===== src/rtl/jp_pkg.sv =====
// Shared definitions for the NES joypad responder: button bit positions and frame phase.
package jp_pkg;

  localparam int unsigned JP_NUM_BUTTONS = 8;

  localparam int unsigned JP_A      = 0;
  localparam int unsigned JP_B      = 1;
  localparam int unsigned JP_SELECT = 2;
  localparam int unsigned JP_START  = 3;
  localparam int unsigned JP_UP     = 4;
  localparam int unsigned JP_DOWN   = 5;
  localparam int unsigned JP_LEFT   = 6;
  localparam int unsigned JP_RIGHT  = 7;

  typedef enum logic [1:0] {
    LOAD  = 2'd0,
    SHIFT = 2'd1,
    TAIL  = 2'd2
  } frame_phase_e;

endpackage


===== src/rtl/jp_line_filter.sv =====
// Synchroniser plus stability filter for one asynchronous pad line, with
// single-cycle rise/fall pulses derived from the accepted level.
module jp_line_filter #(
  parameter int unsigned SYNC_STAGES = 2,
  parameter int unsigned FILT_LEN    = 4
) (
  input  logic i_clk,
  input  logic i_nrst,
  input  logic i_line,
  output logic o_level,
  output logic o_rise,
  output logic o_fall
);

  localparam logic [3:0] FILT_LAST = 4'(FILT_LEN - 1);

  logic [SYNC_STAGES-1:0] r_sync;
  logic [3:0]             r_cnt;
  logic                   r_level;
  logic                   r_level_prev;
  logic                   w_sample;

  assign w_sample = r_sync[SYNC_STAGES-1];

  always_ff @(posedge i_clk or negedge i_nrst) begin
    if (!i_nrst) begin
      r_sync <= '0;
    end else begin
      r_sync <= {r_sync[SYNC_STAGES-2:0], i_line};
    end
  end

  // r_cnt counts consecutive samples that disagree with the accepted level.
  always_ff @(posedge i_clk or negedge i_nrst) begin
    if (!i_nrst) begin
      r_cnt        <= '0;
      r_level      <= 1'b0;
      r_level_prev <= 1'b0;
    end else begin
      r_level_prev <= r_level;
      if (w_sample == r_level) begin
        r_cnt <= '0;
      end else if (r_cnt == FILT_LAST) begin
        r_level <= w_sample;
        r_cnt   <= '0;
      end else begin
        r_cnt <= r_cnt + 4'd1;
      end
    end
  end

  assign o_level = r_level;
  assign o_rise  = r_level & ~r_level_prev;
  assign o_fall  = ~r_level & r_level_prev;

endmodule


===== src/rtl/jp_responder.sv =====
// Controller-side NES joypad emulation: parallel button capture, serial shift-out on the
// console clock, A/B turbo and link-activity detection.
module jp_responder
  import jp_pkg::*;
#(
  parameter int unsigned SYNC_STAGES  = 2,
  parameter int unsigned FILT_LEN     = 4,
  parameter int unsigned TURBO_DIV    = 2,
  parameter int unsigned IDLE_TIMEOUT = 2500000
) (
  input  logic                      clk_in,
  input  logic                      nrst_in,
  input  logic [JP_NUM_BUTTONS-1:0] buttons_in,
  input  logic [1:0]                turbo_en_in,
  input  logic                      jp_latch_in,
  input  logic                      jp_clk_in,
  output logic                      jp_data_out,
  output logic [3:0]                shift_count_out,
  output logic                      frame_strobe_out,
  output logic                      link_active_out
);

  localparam int unsigned             IDLE_W    = $clog2(IDLE_TIMEOUT + 1);
  localparam logic [IDLE_W-1:0]       IDLE_MAX  = IDLE_W'(IDLE_TIMEOUT);
  localparam logic [IDLE_W-1:0]       IDLE_LAST = IDLE_W'(IDLE_TIMEOUT - 1);
  localparam logic [7:0]              TDIV_LAST = 8'(TURBO_DIV - 1);

  logic                      w_latch_lvl;
  logic                      w_latch_rise;
  logic                      w_latch_fall;
  logic                      w_clk_lvl;
  logic                      w_clk_rise;
  logic                      w_clk_fall;
  logic                      w_unused_clk;
  logic [JP_NUM_BUTTONS-1:0] w_eff;

  logic [JP_NUM_BUTTONS-1:0] r_sr;
  logic [3:0]                r_cnt;
  logic                      r_data;
  logic                      r_strobe;
  frame_phase_e              r_phase;
  logic [7:0]                r_tdiv;
  logic                      r_turbo_phase;
  logic [IDLE_W-1:0]         r_idle;
  logic                      r_active;

  jp_line_filter #(
    .SYNC_STAGES (SYNC_STAGES),
    .FILT_LEN    (FILT_LEN)
  ) u_latch_filt (
    .i_clk   (clk_in),
    .i_nrst  (nrst_in),
    .i_line  (jp_latch_in),
    .o_level (w_latch_lvl),
    .o_rise  (w_latch_rise),
    .o_fall  (w_latch_fall)
  );

  jp_line_filter #(
    .SYNC_STAGES (SYNC_STAGES),
    .FILT_LEN    (FILT_LEN)
  ) u_clk_filt (
    .i_clk   (clk_in),
    .i_nrst  (nrst_in),
    .i_line  (jp_clk_in),
    .o_level (w_clk_lvl),
    .o_rise  (w_clk_rise),
    .o_fall  (w_clk_fall)
  );

  assign w_unused_clk = w_clk_lvl ^ w_clk_fall;

  always_comb begin
    w_eff = buttons_in;
    if (turbo_en_in[0]) w_eff[JP_A] = buttons_in[JP_A] & r_turbo_phase;
    if (turbo_en_in[1]) w_eff[JP_B] = buttons_in[JP_B] & r_turbo_phase;
  end

  // Data output is registered from the next shift-register value to keep the
  // raw-edge-to-pin latency at SYNC_STAGES+FILT_LEN+1.
  always_ff @(posedge clk_in or negedge nrst_in) begin
    if (!nrst_in) begin
      r_sr     <= '0;
      r_cnt    <= '0;
      r_data   <= 1'b1;
      r_strobe <= 1'b0;
      r_phase  <= LOAD;
    end else begin
      r_strobe <= w_latch_fall;
      if (w_latch_lvl) begin
        r_sr   <= w_eff;
        r_cnt  <= '0;
        r_data <= ~w_eff[0];
      end else if (w_clk_rise) begin
        r_sr   <= {1'b1, r_sr[JP_NUM_BUTTONS-1:1]};
        r_data <= ~r_sr[1];
        if (r_cnt != 4'd8) r_cnt <= r_cnt + 4'd1;
      end
      case (r_phase)
        LOAD: begin
          if (w_latch_fall) r_phase <= SHIFT;
        end
        SHIFT: begin
          if (w_latch_rise) r_phase <= LOAD;
          else if (w_clk_rise && r_cnt == 4'd7) r_phase <= TAIL;
        end
        TAIL: begin
          if (w_latch_rise) r_phase <= LOAD;
        end
        default: r_phase <= LOAD;
      endcase
    end
  end

  always_ff @(posedge clk_in or negedge nrst_in) begin
    if (!nrst_in) begin
      r_tdiv        <= '0;
      r_turbo_phase <= 1'b0;
    end else if (w_latch_fall) begin
      if (r_tdiv == TDIV_LAST) begin
        r_tdiv        <= '0;
        r_turbo_phase <= ~r_turbo_phase;
      end else begin
        r_tdiv <= r_tdiv + 8'd1;
      end
    end
  end

  always_ff @(posedge clk_in or negedge nrst_in) begin
    if (!nrst_in) begin
      r_idle   <= '0;
      r_active <= 1'b0;
    end else if (w_latch_fall) begin
      r_idle   <= '0;
      r_active <= 1'b1;
    end else begin
      if (r_idle != IDLE_MAX) r_idle <= r_idle + 1'b1;
      if (r_idle == IDLE_LAST) r_active <= 1'b0;
    end
  end

  assign jp_data_out      = r_data;
  assign shift_count_out  = r_cnt;
  assign frame_strobe_out = r_strobe;
  assign link_active_out  = r_active;

endmodule


===== config.mk =====
export PLATFORM = sky130hd
export DESIGN_NAME = jp_responder
export DESIGN_NICKNAME = d
export VERILOG_FILES = /design/src/rtl/jp_pkg.sv /design/src/rtl/jp_line_filter.sv /design/src/rtl/jp_responder.sv
export SDC_FILE = /design/constraint.sdc
export NUM_CORES = 1
export LEC_CHECK = 0
export ABC_CLOCK_PERIOD_IN_PS = 4600
export CORE_ASPECT_RATIO = 1.25
export CORE_MARGIN = 2
export CORE_UTILIZATION = 60
export CTS_CLUSTER_SIZE = 12
export DETAILED_ROUTE_END_ITERATION = 8
export PLACE_DENSITY = 0.83
export SYNTH_ARGS = -nofsm -noshare
export SYNTH_HDL_FRONTEND = slang
export SYNTH_SLANG_ARGS = --single-unit

===== constraint.sdc =====
create_clock -name clk_in -period 4.6 [get_ports clk_in]
set_input_delay 0.46 -clock clk_in [delete_from_list [all_inputs] [get_ports clk_in]]
set_output_delay 0.46 -clock clk_in [all_outputs]
set_load 0.02 [all_outputs]

==> summary.md, run 1 <==
| Metric | Value |
|---|---|
| Clock Tree Root | clkbuf_8 |
| CTS Buf Count | 9 |
| Fin. max-slew vios | 0 |
| Cells after Synth | 272 |
| Site Rows | 28 |
| CP bufs+invs | 1 |
| Gr ovfl total | 0 |
| Yosys top cell by area | dfrtp_1 |
| CP Capture Type | flop |
| Slowest-stage cell, CP | dfrtp_1 |
| Worst min-delay path class | in2async |
| Achievable Freq | 0.361 GHz |
| Main synth FF type | dfrtp_1 |
| Busiest layer in global routing | met2 |
| Synth cell types | 46 |
| Area delta synth->final | 15.3% |
| Mapped Nets | 294 |
| Synth Area per Inst | 10.5 µm² |
| Met3 GRT Util | 0.0499 |
| Crit start category | flop |
| RSZ-0062 raised after global routing | no |
| Wire length per cell | 14.9 µm |
| NumNets Final | 317 |
| DP HPWL | 3.49 mm |
| Fraction of registers with async set/reset | 1.00 |
| Final setup fails | 0 |
| Xor/xnor share of the synthesized area | 0.0641 |
| Resize count post-CTS | 0 |
| Critical path's top delay family | simple AND/OR/NAND/NOR gates |
| Core area | 4660 µm² |
| DRC Markers | 0 |
| TNS Setup | 0 ns |
| Leakage | 1.44 nW |
| First-pass GRT wire length | 8.92 mm |
| CP endpoint | r_tdiv[7] |
| YS warnings | 0 |
| FF-to-FF End | r_tdiv[7] |
| Synth top area share | 0.524 |
| Worst-margin pin slew | 0.788 ns |
| Final Hold Vio Count | 0 |
| Commonest cells post-synth | dfrtp_1, nand2_1, nor2_1 |
| Most common cell in the netlist | dfrtp_1 |
| Reg2Reg Setup Slack | 1.83 ns |
| Top post-synthesis cells by area | dfrtp_1, xnor2_1, ha_1, nand2_1, o21ai_0 |
| Antenna violations before repair | 0 |
| IO buf count | 20 |
| Tcrit/Tclk final | 0.602 |
| GP Congestion | 0.854 |
| Status | complete, no violations |
| Chip width | 65.8 µm |
| VDD IR-drop max | 0.000317 V |
| #FFs+latches synth | 61 |
| Max_cap viols | 0 |
| Number of flops mapped to enable cells by yosys | 0 |
| Drt via density | 5.77 |
| Fin Clk Skew | 0.00699 ns |
| Worst path arrival time | 3.03 ns |
| Clock Pin Slew Worst Setup and Hold Paths | 0.06 ns |
| Power Density | 512 nW/µm² |
| Final ANT Viol Nets | 0 |
| Crit. Startpoint | u_latch_filt.o_level |
| Crit path cell chain | nand2b_1 > clkinv_1 > and3_1 > nand4_1 > xnor2_1 |
| Cell Area, Synth | 2870 µm² |
| N_diodes | 0 |
| Largest net degree at the start of global routing | 62 |
| Max Root-Sink Buffers | 2 |
| Reg2Reg Launch Point | u_latch_filt.o_level |
| Largest family of logic cells by synthesized area | simple AND/OR/NAND/NOR gates |
| WP depth | 5 |
| Synth Area in Simple Gates | 0.219 |
| Iter 0 DRT Violations | 191 |
| CP peak stage delay | 0.83 ns |
| Postcts setup bufs | 0 |
| Crit-path max FO | 27 |
| Sequential area share after synthesis | 0.533 |
| WS Path Type | reg2reg |
| Die H | 81.3 µm |
| Total Routing Usage GR | 0.224 |
| TritonCTS clock tree | done |
| CTS hold repair buffers | 0 |
| H-tree Lvls | 3 |
| Fin crit period | 2.77 ns |
| Dpl ws | 1.84 ns |
| Io pins | 21 |
| Slew margin rel. | 0.472 |
| M1 GR Usage | 0.275 |
| Adder-cell area share of the yosys netlist | 0.0349 |
| Clock latency on the worst-skew pair | 0.33 ns |
| Post-layout worst setup margin | 1.83 ns |
| Area of the die | 5350 µm² |
| Multiplexer area fraction after synthesis | 0.0323 |
| Synth Area in Compound Gates | 0.0894 |
| Fraction of layout cells with a size suffix above 1 | 0.100 |
| Via count | 2,070 |
| Starting Density | 0.615 |
| Total wire length | 5.35 mm |
| Cell depth of the worst flop-to-flop path | 5 |
| Number of global-route vias before repair | 1,999 |
| CP Data Required Time | 4.85 ns |
| Clock Sinks | 61 |
| Met2 GRT Util | 0.365 |
| TritonRoute pass-1 iters | 4 |
where the power goes:
group	switching, W	internal [W]
registers	0.000129	0.000658
logic	0.000239	0.000196
clock network	0.000196	0.000275
total	0.000563	0.00113
worst register-to-register path: stages, from the launching register on:
cell	delay, ns
dfrtp_1	0.83
nand2b_1	0.45
clkinv_1	0.70
and3_1	0.49
nand4_1	0.11
xnor2_1	0.12
worst min path at each step:
| stage | depth (start not counted) | slack (ns) | to |
|---|---|---|---|
| after floorplan | 0 | 0.16 | frame_strobe_out |
| after global placement | 0 | 0.33 | u_clk_filt.r_sync[1] |
| after detailed placement | 0 | 0.34 | u_latch_filt.r_sync[1] |
| after CTS | 2 | 0.29 | u_clk_filt.r_cnt[0] |
| after global routing | 2 | 0.35 | u_clk_filt.r_cnt[0] |
| final | 2 | 0.27 | u_clk_filt.r_cnt[0] |
per-layer routing:
layer  wire, µm  up-vias
li1           -     1007
met1       2350     1010
met2       2700       43
met3        207       10
met4         96        0
met5          0        -
layout make-up:
| cell class | count | area, µm² |
|---|---|---|
| Inverter | 11 | 41.3 |
| Timing Repair Buffer | 21 | 203 |
| Tap cell | 60 | 75.1 |
| Clock inverter | 4 | 47.5 |
| Clock buffer | 11 | 151 |
| Multi-Input combinational cell | 191 | 1260 |
| Sequential cell | 61 | 1530 |
| Fill cell | 354 | 1350 |
cell usage in the layout, fill, tap and decap left out, types with 2 or more instances in the layout:
cell / Yosys / layout
a21o_1: 2 / 2
a21oi_1: 14 / 14
a31o_2: 2 / 2
and3_1: 4 / 4
and4_1: 2 / 2
clkbuf_8: 0 / 11
clkdlybuf4s50_1: 0 / 19
clkinv_2: 0 / 2
dfrtp_1: 60 / 60
ha_1: 8 / 8
inv_1: 10 / 10
mux2_2: 2 / 2
mux2i_1: 7 / 7
nand2_1: 22 / 22
nand2b_1: 6 / 6
nand3_1: 8 / 8
nand3b_1: 2 / 2
nand4_1: 11 / 11
nor2_1: 19 / 19
nor2b_1: 5 / 5
nor3_1: 9 / 9
nor3b_1: 2 / 2
nor4_1: 3 / 3
nor4b_1: 2 / 2
o211ai_1: 2 / 2
o21ai_0: 15 / 15
o31ai_1: 3 / 3
or3_1: 5 / 5
xnor2_1: 14 / 14
xor2_1: 7 / 7
through the flow:
| step | hold WS, ns | std cells | cell area (µm²) | utilization | power (W) |
|---|---|---|---|---|---|
| CTS | 0.292 | 359 | 3310 | 0.710 | 0.00171 |
| detailed placement | 0.342 | 344 | 3110 | 0.667 | 0.00123 |
| floorplan | 0.164 | 272 | 2870 | - | 0.00110 |
| global placement | 0.334 | 344 | 3110 | 0.667 | 0.00121 |
| global route | 0.350 | 359 | 3310 | 0.710 | 0.00181 |
| finish | 0.268 | 359 | 3310 | 0.710 | 0.00169 |
cell families (layout without fill, tap and decap cells):
kind of cell / after synthesis / after routing
DFF: 61 / 61
buffers and inverters: 20 / 47
xor gates and xnor gates: 21 / 21
AOI/OAI and AO/OA: 43 / 43
muxes: 9 / 9
and+or+nand+nor: 110 / 110
adders and majority gates: 8 / 8
state kept, by name, indices dropped and copies added (netlist names):
name and cells:
r_idle 22, r_tdiv 8, r_sr 7, shift_count_out 4, u_clk_filt.r_cnt 4, u_latch_filt.r_cnt 4
u_clk_filt.r_sync 2, u_latch_filt.r_sync 2, frame_strobe_out 1, jp_data_out 1, link_active_out 1, r_turbo_phase 1
u_clk_filt.o_level 1, u_clk_filt.r_level_prev 1, u_latch_filt.o_level 1, u_latch_filt.r_level_prev 1
Note: power is estimated with default switching activity, not from simulation.
==> run 2, diff against run 1 <==
- ABC_CLOCK_PERIOD_IN_PS: 4600 -> 2300
- CORE_UTILIZATION: 60 -> 52
- PLACE_DENSITY: 0.83 -> 0.77
- clock period: 4.6 -> 2.3 ns (I/O delays scaled with it)
==> summary.md, run 2 (synthesis results as in run 1) <==
| Metric | Value |
|---|---|
| Fin. max-slew vios | 0 (unchanged) |
| Largest reg by FF count | r_idle (unchanged) |
| Fraction of layout cells with a size suffix above 1 | 0.121 (was 0.100) |
| CP Data Required Time | 2.57 ns (was 4.85 ns) |
| Worst min-delay path class | in2reg (was in2async) |
| Crit-path max FO | 10 (was 27) |
| Final ANT Viol Nets | 0 (unchanged) |
| IO buf count | 20 (unchanged) |
| Most common cell after layout, fill and taps aside | dfrtp_1 (unchanged) |
| Site Rows | 30 (was 28) |
| Reg2Reg Launch Point | r_idle[0] (was u_latch_filt.o_level) |
| Worst path arrival time | 2.29 ns (was 3.03 ns) |
| Most frequent cells in the layout | dfrtp_1, nand2_1, nor2_1, clkdlybuf4s50_1, o21ai_0 (unchanged) |
| First-pass GRT wire length | 9.28 mm (was 8.92 mm) |
| DP HPWL | 3.67 mm (was 3.49 mm) |
| Clock Pin Slew Worst Setup and Hold Paths | 0.07 ns (was 0.06 ns) |
| Core area | 5370 µm² (was 4660 µm²) |
| Area of the die | 6130 µm² (was 5350 µm²) |
| CP Capture Type | flop (unchanged) |
| Worst-margin pin slew | 0.671 ns (was 0.788 ns) |
| Clock Tree Root | clkbuf_8 (unchanged) |
| Drt via density | 5.71 (was 5.77) |
| TNS Setup | 0 ns (unchanged) |
| Wire length per cell | 14.1 µm (was 14.9 µm) |
| Total Routing Usage GR | 0.194 (was 0.224) |
| CTS Buf Count | 9 (unchanged) |
| N_diodes | 0 (unchanged) |
| NumNets Final | 324 (was 317) |
| Largest register FFs | 22 (unchanged) |
| Io pins | 21 (unchanged) |
| Crit start category | flop (unchanged) |
| Tot Pwr | 0.00358 W (was 0.00169 W) |
| Achievable Freq | 0.494 GHz (was 0.361 GHz) |
| Resize count post-CTS | 0 (unchanged) |
| Chip width | 70.4 µm (was 65.8 µm) |
| Total wire length | 5.25 mm (was 5.35 mm) |
| Antenna violations before repair | 0 (unchanged) |
| Cell depth of the worst flop-to-flop path | 5 (unchanged) |
| Number of global-route vias before repair | 2,079 (was 1,999) |
| Clock Sinks | 61 (unchanged) |
| Power Density | 1050 nW/µm² (was 512 nW/µm²) |
| Slew margin rel. | 0.549 (was 0.472) |
| VDD IR-drop max | 0.000519 V (was 0.000317 V) |
| Largest net degree at the start of global routing | 36 (was 62) |
| Starting Density | 0.534 (was 0.615) |
| Fin crit period | 2.03 ns (was 2.77 ns) |
| Status | complete, no violations (unchanged) |
| TritonRoute pass-1 iters | 4 (unchanged) |
| Regs by FF count | r_idle (22), r_tdiv (8), r_sr (7) (unchanged) |
| RSZ-0062 raised after global routing | no (unchanged) |
| Via count | 2,118 (was 2,070) |
| TritonCTS clock tree | done (unchanged) |
| GP Congestion | 0.819 (was 0.854) |
| Reg2Reg Setup Slack | 0.27 ns (was 1.83 ns) |
| Tcrit/Tclk final | 0.881 (was 0.602) |
| Clock latency on the worst-skew pair | 0.34 ns (was 0.33 ns) |
| Max_cap viols | 0 (unchanged) |
| DRC Markers | 0 (unchanged) |
| Crit. Startpoint | r_idle[0] (was u_latch_filt.o_level) |
| FF-to-FF End | r_idle[16] (was r_tdiv[7]) |
| Final Hold Vio Count | 0 (unchanged) |
| Gr ovfl total | 0 (unchanged) |
| Die H | 87.0 µm (was 81.3 µm) |
| Final setup fails | 0 (unchanged) |
| WS Path Type | reg2reg (unchanged) |
| Leakage | 1.49 nW (was 1.44 nW) |
| H-tree Lvls | 3 (unchanged) |
| Fin util | 0.634 (was 0.710) |
| Area delta synth->final | 18.7% (was 15.3%) |
| Max Root-Sink Buffers | 2 (unchanged) |
| Iter 0 DRT Violations | 90 (was 191) |
| CP endpoint | r_idle[16] (was r_tdiv[7]) |
| Fin Clk Skew | 0.00851 ns (was 0.00699 ns) |
run 2: worst min path at each step:
stage,slack [ns],from,to,cells after the start
after global routing,0.32,jp_latch_in,u_latch_filt.r_sync[0],1
after floorplan,-0.07,nrst_in,frame_strobe_out,0
final,0.33,jp_latch_in,u_latch_filt.r_sync[0],1
after global placement,0.27,nrst_in,u_clk_filt.r_cnt[2],1
after CTS,0.32,jp_latch_in,u_latch_filt.r_sync[0],1
after detailed placement,0.28,nrst_in,u_clk_filt.r_cnt[3],1
run 2: per-stage QoR:
step / area, µm² / instances / setup WS [ns] / hold WS (ns)
global placement: 3170 / 354 / 0.350 / 0.271
floorplan: 2870 / 272 / 0.430 / -0.0656
global route: 3400 / 371 / 0.0973 / 0.320
finish: 3400 / 371 / 0.274 / 0.330
detailed placement: 3170 / 354 / 0.268 / 0.278
CTS: 3400 / 371 / 0.266 / 0.320
run 2: report_power, final:
group,internal [W],total [W],switching (W)
Sequential,0.00132,0.00151,0.000193
Combinational,0.000460,0.00101,0.000548
Clock,0.000637,0.00106,0.000423
run 2: critical path: stages, from the launching register on:
cell	delay [ns]
dfrtp_1	0.44
ha_1	0.27
nand4_4	0.16
or4_4	0.57
or3_1	0.36
a21oi_1	0.14
run 2: timing repair:
item                                   in CTS  in global routing
hold buffers                                1                  0
setup buffers                               0                  0
endpoints found under the hold margin      26                  0
run 2: metal layers:
| layer | global-route usage | wire, µm |
|---|---|---|
| met1 | 0.234 | 2390 |
| met4 | 0.105 | 114 |
| met2 | 0.318 | 2510 |
| met5 | 0 | 0 |
| met3 | 0.0498 | 238 |
run 2: area by class of cell:
cell class              count  area [µm²]
clock buffers              10         138
clock inverters             6        86.3
fillers                   440        1960
inverters                  11        41.3
multi-input cells         191        1260
flip-flops and latches     61        1530
well taps                  64        80.1
repair buffers             28         270
==> run 3, diff against run 2 <==
- SKIP_CTS_REPAIR_TIMING: default -> 1
==> results of run 3 <==
Same layout as run 2: the final DEF is identical, and so are final timing and power.
